<file path="src/rtl/jk_pkg.sv">
// Shared types and encodings for the JK-cell counter family.
// Latency: none (declarations only).
// Backpressure: none; no handshake is involved.
package jk_pkg;

    // Operation select carried on the 2-bit mode input
    typedef enum logic [1:0] {
        JK_MODE_JK   = 2'b00,
        JK_MODE_UP   = 2'b01,
        JK_MODE_DOWN = 2'b10,
        JK_MODE_LOAD = 2'b11
    } jk_mode_t;

    // Characteristic equation of a JK flip-flop, handy for anyone reasoning about the cells
    function automatic logic jk_next(input logic q, input logic j, input logic k);
        return (j & ~q) | (~k & q);
    endfunction

endpackage

</file>
<file path="src/rtl/jk_cell.sv">
// Single-bit JK flip-flop with synchronous active-high reset and clock enable.
// Latency: one clk edge from j/k to q.
// Backpressure: ce=0 holds the stored bit; there is no other stall path.
module jk_cell
    import jk_pkg::*;
#(
    parameter logic RST_VAL = 1'b0
) (
    input  logic clk,
    input  logic s_reset,
    input  logic ce,
    input  logic j,
    input  logic k,
    output logic q
);

    // Reset wins, then enable gates the hold/set/clear/toggle behaviour
    always_ff @(posedge clk) begin
        if (s_reset) begin
            q <= RST_VAL;
        end else if (ce) begin
            q <= jk_next(q, j, k);
        end
    end

endmodule

</file>
<file path="src/rtl/jk_sync_counter.sv">
// WIDTH-bit JK register bank / up-down-load counter with terminal count and wrap pulse.
// Latency: one clk1 edge to q; wrap shows in the same cycle as the wrapped q; tc is combinational.
// Backpressure: en=0 freezes q and clears wrap. Optional modulo counting via macro JK_CNT_MOD_EN.
module jk_sync_counter
    import jk_pkg::*;
#(
    parameter int               WIDTH     = 4,
    parameter logic [WIDTH-1:0] RESET_VAL = '0,
    parameter int               MOD_VAL   = 10
) (
    input  logic             clk1,
    input  logic             s_reset,
    input  logic             en,
    input  logic [1:0]       mode,
    input  logic [WIDTH-1:0] j,
    input  logic [WIDTH-1:0] k,
    input  logic [WIDTH-1:0] d,
    output logic [WIDTH-1:0] q,
    output logic             tc,
    output logic             wrap
);

`ifdef JK_CNT_MOD_EN
    localparam bit MOD_EN = 1'b1;
`else
    localparam bit MOD_EN = 1'b0;
`endif

    // Highest value the counter reaches before wrapping: MOD_VAL-1 in modulo
    // builds, all-ones otherwise. Every wrap/clamp check below compares against it,
    // so the full-range build is just the special case CNT_TOP == '1.
    localparam logic [WIDTH-1:0] MOD_TOP = WIDTH'(MOD_VAL - 1);
    localparam logic [WIDTH-1:0] CNT_TOP = MOD_EN ? MOD_TOP : {WIDTH{1'b1}};

    jk_mode_t          mode_e;
    logic [WIDTH-1:0]  q_int;
    logic [WIDTH-1:0]  j_drv;
    logic [WIDTH-1:0]  k_drv;
    logic [WIDTH-1:0]  up_tgl;
    logic [WIDTH-1:0]  dn_tgl;
    logic [WIDTH-1:0]  ld_val;
    logic              up_wrap;
    logic              dn_wrap;
    logic              wrap_nxt;

    assign mode_e = jk_mode_t'(mode);
    assign q      = q_int;

    // Toggle enables for binary increment/decrement: a bit flips when all lower bits are 1 (up) or 0 (down)
    always_comb begin
        up_tgl    = '0;
        dn_tgl    = '0;
        up_tgl[0] = 1'b1;
        dn_tgl[0] = 1'b1;
        for (int i = 1; i < WIDTH; i++) begin
            up_tgl[i] = up_tgl[i-1] & q_int[i-1];
            dn_tgl[i] = dn_tgl[i-1] & ~q_int[i-1];
        end
    end

    // Wrap detection and load clamping; ">=" also catches out-of-range values left by JK mode
    always_comb begin
        up_wrap = (q_int >= CNT_TOP);
        dn_wrap = (q_int == '0);
        ld_val  = (d > CNT_TOP) ? CNT_TOP : d;
    end

    // J/K steering per mode; every next-state value is produced through the cells
    always_comb begin
        j_drv    = '0;
        k_drv    = '0;
        wrap_nxt = 1'b0;
        unique case (mode_e)
            JK_MODE_JK: begin
                j_drv = j;
                k_drv = k;
            end
            JK_MODE_UP: begin
                if (up_wrap) begin
                    // Clear every bit to land on zero
                    j_drv    = '0;
                    k_drv    = '1;
                    wrap_nxt = 1'b1;
                end else begin
                    j_drv = up_tgl;
                    k_drv = up_tgl;
                end
            end
            JK_MODE_DOWN: begin
                if (dn_wrap) begin
                    // Force the top value in a single step
                    j_drv    = CNT_TOP;
                    k_drv    = ~CNT_TOP;
                    wrap_nxt = 1'b1;
                end else begin
                    j_drv = dn_tgl;
                    k_drv = dn_tgl;
                end
            end
            JK_MODE_LOAD: begin
                j_drv = ld_val;
                k_drv = ~ld_val;
            end
            default: begin
                j_drv = '0;
                k_drv = '0;
            end
        endcase
    end

    // Terminal count looks only at mode and q, never at en
    always_comb begin
        tc = 1'b0;
        if (mode_e == JK_MODE_UP && q_int == CNT_TOP) begin
            tc = 1'b1;
        end else if (mode_e == JK_MODE_DOWN && q_int == '0) begin
            tc = 1'b1;
        end
    end

    // One JK cell per bit, each with its own slice of the reset value
    for (genvar gi = 0; gi < WIDTH; gi++) begin : g_cell
        jk_cell #(
            .RST_VAL (RESET_VAL[gi])
        ) u_cell (
            .clk     (clk1),
            .s_reset (s_reset),
            .ce      (en),
            .j       (j_drv[gi]),
            .k       (k_drv[gi]),
            .q       (q_int[gi])
        );
    end

    // Wrap pulse register: one cycle high after a wrapping edge, low whenever idle or reset
    always_ff @(posedge clk1) begin
        if (s_reset) begin
            wrap <= 1'b0;
        end else if (en) begin
            wrap <= wrap_nxt;
        end else begin
            wrap <= 1'b0;
        end
    end

endmodule

</file>
<file path="config.mk">
export PLATFORM = sky130hd
export DESIGN_NAME = jk_sync_counter
export DESIGN_NICKNAME = d
export VERILOG_FILES = /design/src/rtl/jk_pkg.sv /design/src/rtl/jk_cell.sv /design/src/rtl/jk_sync_counter.sv
export SDC_FILE = /design/constraint.sdc
export NUM_CORES = 1
export LEC_CHECK = 0
export ABC_AREA = 1
export CORE_UTILIZATION = 45
export CTS_BUF_LIST = sky130_fd_sc_hd__clkbuf_8
export DETAILED_ROUTE_END_ITERATION = 7
export PLACE_DENSITY = 0.79
export SKIP_CTS_REPAIR_TIMING = 1
export SLEW_MARGIN = 20
export SYNTH_ARGS = -nofsm -noshare
export SYNTH_HDL_FRONTEND = slang
export SYNTH_SLANG_ARGS = --single-unit
</file>
<file path="constraint.sdc">
create_clock -name clk1 -period 1.3 [get_ports clk1]
set_input_delay 0.26 -clock clk1 [delete_from_list [all_inputs] [get_ports clk1]]
set_output_delay 0.26 -clock clk1 [all_outputs]
set_load 0.1 [all_outputs]
</file>
Word-level counts from Yosys, hierarchy flattened

Cells that the tools add are included.

Register bits after elaboration: 5
Bits of input ports: 17
Output and inout port bits: 6
Word-level logic and storage cells: 54

Order comparisons: 2
Eq/ne operators: 4
Multiplexer cells: 12
Bitwise logic cells: 26
Reductions and logical operators: 5

Operators with widths:

| operator           | count |
|---|---|
| $pmux 4 s4         | 2 |
| $mux 4             | 5 |
| $and 1x1->1        | 12 |
| $not 1->1          | 9 |
| $eq 2x2->1 const B | 2 |
| $eq 4x4->1 const B | 1 |
| $ge 4x4->1 const B | 1 |
| $gt 4x4->1 const B | 1 |
| $logic_not 4->1    | 1 |
| $mux 1             | 4 |
| $not 4->4          | 1 |
| $or 1x1->1         | 4 |
| $eq 2x1->1 const B | 1 |
| $logic_and 1x1->1  | 2 |
| $logic_not 2->1    | 1 |
| $pmux 1 s2         | 1 |
| $reduce_or 2->1    | 1 |

Longest topological paths before layout

Gate-level depths: netlist of run 1.

Word-level depth: 8
Mapped depth: 9
Mapped depth without buffers: 9

Modules after synthesis

A second synthesis of run 1 with hierarchy kept.

Cells, all modules: 107
Area, all modules: 564.3 sq um

By module, submodules not included:

| module          | times used | cells an instance | area each (sq um) | sequential area each (sq um) |
|---|---|---|---|---|
| jk_sync_counter | 1          | 83                | 399.1             | 20.0 |
| jk_cell         | 4          | 6                 | 41.3              | 20.0 |

Worst setup path after synthesis of run 1

OpenSTA, ideal clock, no wires.

Path kind: input-to-reg
From: in mode[0]
To: reg wrap
Setup time: 0.065 ns
Arrival time: 1.776 ns
Required time: 1.235 ns
Setup slack: -0.540 ns
Cell stages on the path: 5
Path buffers: 0
Cell sequence: inv_1 -> ha_1 -> nand2_2 -> o22ai_2 -> and3_1

Longest elaborated chain between the ends: 2
Elaborated cells on any way between the ends: 3
Classes of those cells: 2 x eq/ne; 1 x mux

RTL lines:

| what                                            | RTL line               | RTL |
|---|---|---|
| start: declaration                              | jk_sync_counter.sv:14  | `input logic [1:0] mode,` |
| $eq 2x2->1 / $eq 2x1->1 (equally long branches) | jk_sync_counter.sv:73  | `unique case (mode_e)` |
| $pmux 1 s2 *                                    | jk_sync_counter.sv:73  |  |
| end signal: assignment                          | jk_sync_counter.sv:140 | `wrap <= wrap_nxt;` |
| end: declaration                                | jk_sync_counter.sv:20  | `output logic wrap` |

Mark *: on every way between the ends. The rest lies on a longest branch, timed or not.
A chain may end at the register's enable or synchronous reset.

Worst setup path in the final report of run 1

From: reg g_cell[0].u_cell.q
To: out tc

Longest elaborated chain between the ends: 4
Elaborated cells on any way between the ends: 6
Classes of those cells: 1 x eq/ne; 2 x mux; 3 x reduce/logical

RTL lines:

| what                     | RTL line               | RTL |
|---|---|---|
| start: declaration       | jk_cell.sv:14          | `output logic q` |
| start signal: assignment | jk_cell.sv:22          | `q <= jk_next(q, j, k);` |
| $logic_not 4->1          | jk_sync_counter.sv:116 | `end else if (mode_e == JK_MODE_DOWN && q_int == '0) begin` |
| $logic_and 1x1->1        | jk_sync_counter.sv:116 |  |
| $mux 1                   | jk_sync_counter.sv:116 |  |
| $mux 1 *                 | jk_sync_counter.sv:114 | `if (mode_e == JK_MODE_UP && q_int == CNT_TOP) begin` |
| end: declaration         | jk_sync_counter.sv:19  | `output logic tc,` |

Marks and branches as above.

==> results of run 1 <==
-- power by group --
| group | internal, mW | total (mW) | switching [mW] |
|---|---|---|---|
| registers | 0.167 | 0.192 | 0.0246 |
| logic | 0.204 | 0.514 | 0.310 |
| clock network | 0.204 | 0.306 | 0.101 |
| total | 0.575 | 1.01 | 0.435 |
-- layout make-up --
| cell class | count | area share |
|---|---|---|
| clock buffer | 3 | 0.0363 |
| clock inverter | 1 | 0.00330 |
| inverter | 20 | 0.0693 |
| multi-input combinational | 84 | 0.416 |
| sequential | 5 | 0.101 |
| tap | 14 | 0.0154 |
| timing repair buffer | 39 | 0.352 |
| timing repair inverter | 1 | 0.00660 |
-- worst max path at each step --
stage | endpoint | slack [ps] | cells past startpoint
after floorplan | wrap | -170 | 4
after global placement | g_cell[1].u_cell.q | -520 | 11
after detailed placement | g_cell[2].u_cell.q | -600 | 8
after CTS | tc | -570 | 6
after global routing | tc | -240 | 4
final | tc | -220 | 4
-- cells in the mapped netlist (all sizes together) --
cell type / instances / area share
nand3: 7 / 0.057
o22ai: 1 / 0.020
nand2: 31 / 0.19
and3: 1 / 0.010
clkinv: 1 / 0.0061
nand4: 1 / 0.010
nor2: 26 / 0.17
ha: 4 / 0.082
inv: 19 / 0.12
a21oi: 5 / 0.041
o21ai: 3 / 0.024
buf: 5 / 0.067
dfxtp: 5 / 0.16
nor3: 5 / 0.041
-- state kept, by name, indices dropped and copies added, names as in the netlist --
name	flops
g_cell.u_cell.q	4
wrap	1
-- kinds of logic (layout without fill, tap and decap cells) --
| family | Yosys count | after routing | synth area share |
|---|---|---|---|
| AO/OA/AOI/OAI | 9 | 9 | 0.0857 |
| buffers and inverters | 25 | 64 | 0.190 |
| flip-flops | 5 | 5 | 0.163 |
| adder cells (fa/ha/maj) | 4 | 4 | 0.0816 |
| AND/OR/NAND/NOR | 71 | 71 | 0.480 |
-- routing by layer --
layer | track usage | share of wire
met3 | 0.110 | 0.15
met5 | 0 | 0
met1 | 0.379 | 0.29
met2 | 0.646 | 0.42
met4 | 0.198 | 0.14
-- critical path: cells and delay by family (launching register included) --
kind,cells,cell delay [ps]
AOI/OAI and AO/OA,1,230
buffers and inverters,1,210
DFF,1,350
and+or+nand+nor,2,230
==> impl_results.md, run 1 <==
* Status: finished, violations left
* Failing checks: negative setup slack
* Final Hold Fails at 0
* Vias/cell at 6.46
* Total gr overflow at 0
* Worst clock skew at 0.706 ps
* Utilization after layout at 0.959
* Via Count at 1078
* Clk slew on worst S/H paths at 40 ps
* Core area at approximately 1200 um2
* Reg area at 115 um2
* CTS Buffer Depth at 2
* Die Span Y at 38.9 um
* # nets final at 175
* Antenna violations before repair at 0
* Setup Crit Path Kind: reg -> out
* Crit path DAT at 1260 ps
* Worst Tran Pin Value at around 270 ps
* Fmax at between 600 and 700 MHz
* PortBufs at 22
* Layout cells sized above 1 at 0.327
* # placed instances at 159
* Die Area at around 1500 um2
* Pwr/cell area at 889 nW/um2
* Min-delay src: en
* CTS tree: built
* RSZ-0062 raised after global routing: true
* Worst Hold Depth at 5
* Crit-path slowest cell: dfxtp_4
* Area growth from synthesis to layout at 85.5%
* First-pass GRT wire length at around 3.5 mm
* DP Worst Slack at -601 ps
* Residual DRC at 0
* H-tree lvl count at 1
* Fin crit period at between 1500 and 2000 ps
* Vias in the first global route at 787
* Power, Total at 1.01 mW
* Area occupied by multi-input gates at between 400 and 500 um2
* Clk root buf: clkbuf_8
* Post-DRT Antenna Nets at 0
* Setup violators final at 5
* Syn nets at 135
* Hpwl dp at 1.57 mm
* CP max stage delay at 350 ps
* Leading cell types in the layout, fill and taps excluded: nand2_1, nor2_1, inv_1, buf_4, clkdlybuf4s50_1
* Fin cells at ~170
* Startpoint types: flop
* Diode count at 0
* All-Layer GR Usage at 0.366
* Crit path required time at 1040 ps
* Number of top-level pins at 23
* Worst Hold End: g_cell[1].u_cell.q
* Routed Wire Length at 3.65 mm
* Final-layout fill cell count at 30
* Critical path peak fanout at 3
* Yosys reg bits at 5
* Placed inst area at 1010 um2
* Worst hold slack at 620 ps
* Num CTS Buffers at 3
* Final WS setup at -216 ps
* Largest net degree at the start of global routing at 10
* Worst R2R Path Depth at 9
* Commonest non-fill, non-tap cell in the layout: nand2_1
* Sequential area share after synthesis at 0.163
* Avg WL per Cell at between 20 and 25 um
* Relative slew margins at 0.822
* Leakage at between 0.5 and 0.6 nW
* Final count of pins violating max slew at 0
* DR pass1 iterations at 5
* Reg2reg end: g_cell[1].u_cell.q
* Tcrit/Tclk final at 1.17
* Worst-Skew Late Latency at 230 ps
* Final Cell Area at 1140 um2
* Critical Path Source: g_cell[0].u_cell.q
* Maximum VDD drop at 670 uV
* Placer Congestion at 0.907
* # rows at 12
* Clk sinks at 5
* Die Wd at 38.9 um
* DR iter-0 viols at between 100 and 150
* Netlist Area Pre-Place at 613 um2
* Final TNS setup at -560 ps
* Avg Synthesized Cell Area at roughly 5.4 um2
* Distinct cell type count after synthesis at 17
* CP Capture Type: primary output
* Initial Util at 0.517
* Maxcap violations at 0
* CP Cell Sequence: nor2_4 -> nand2_2 -> o22ai_4 -> buf_12
* Hold Path Class: in -> reg
* FF-to-FF Start: g_cell[0].u_cell.q
* Syn Inst Count at 114
* R2R setup slack at -90 ps
* Synth warn at 0
(Power assumes the default switching activity.)
==> inputs of run 2 (changes only) <==
SKIP_LAST_GASP = 1   (was unset)
==> results of run 2 <==
No change in the layout: final DEF, timing and power equal those of run 1.
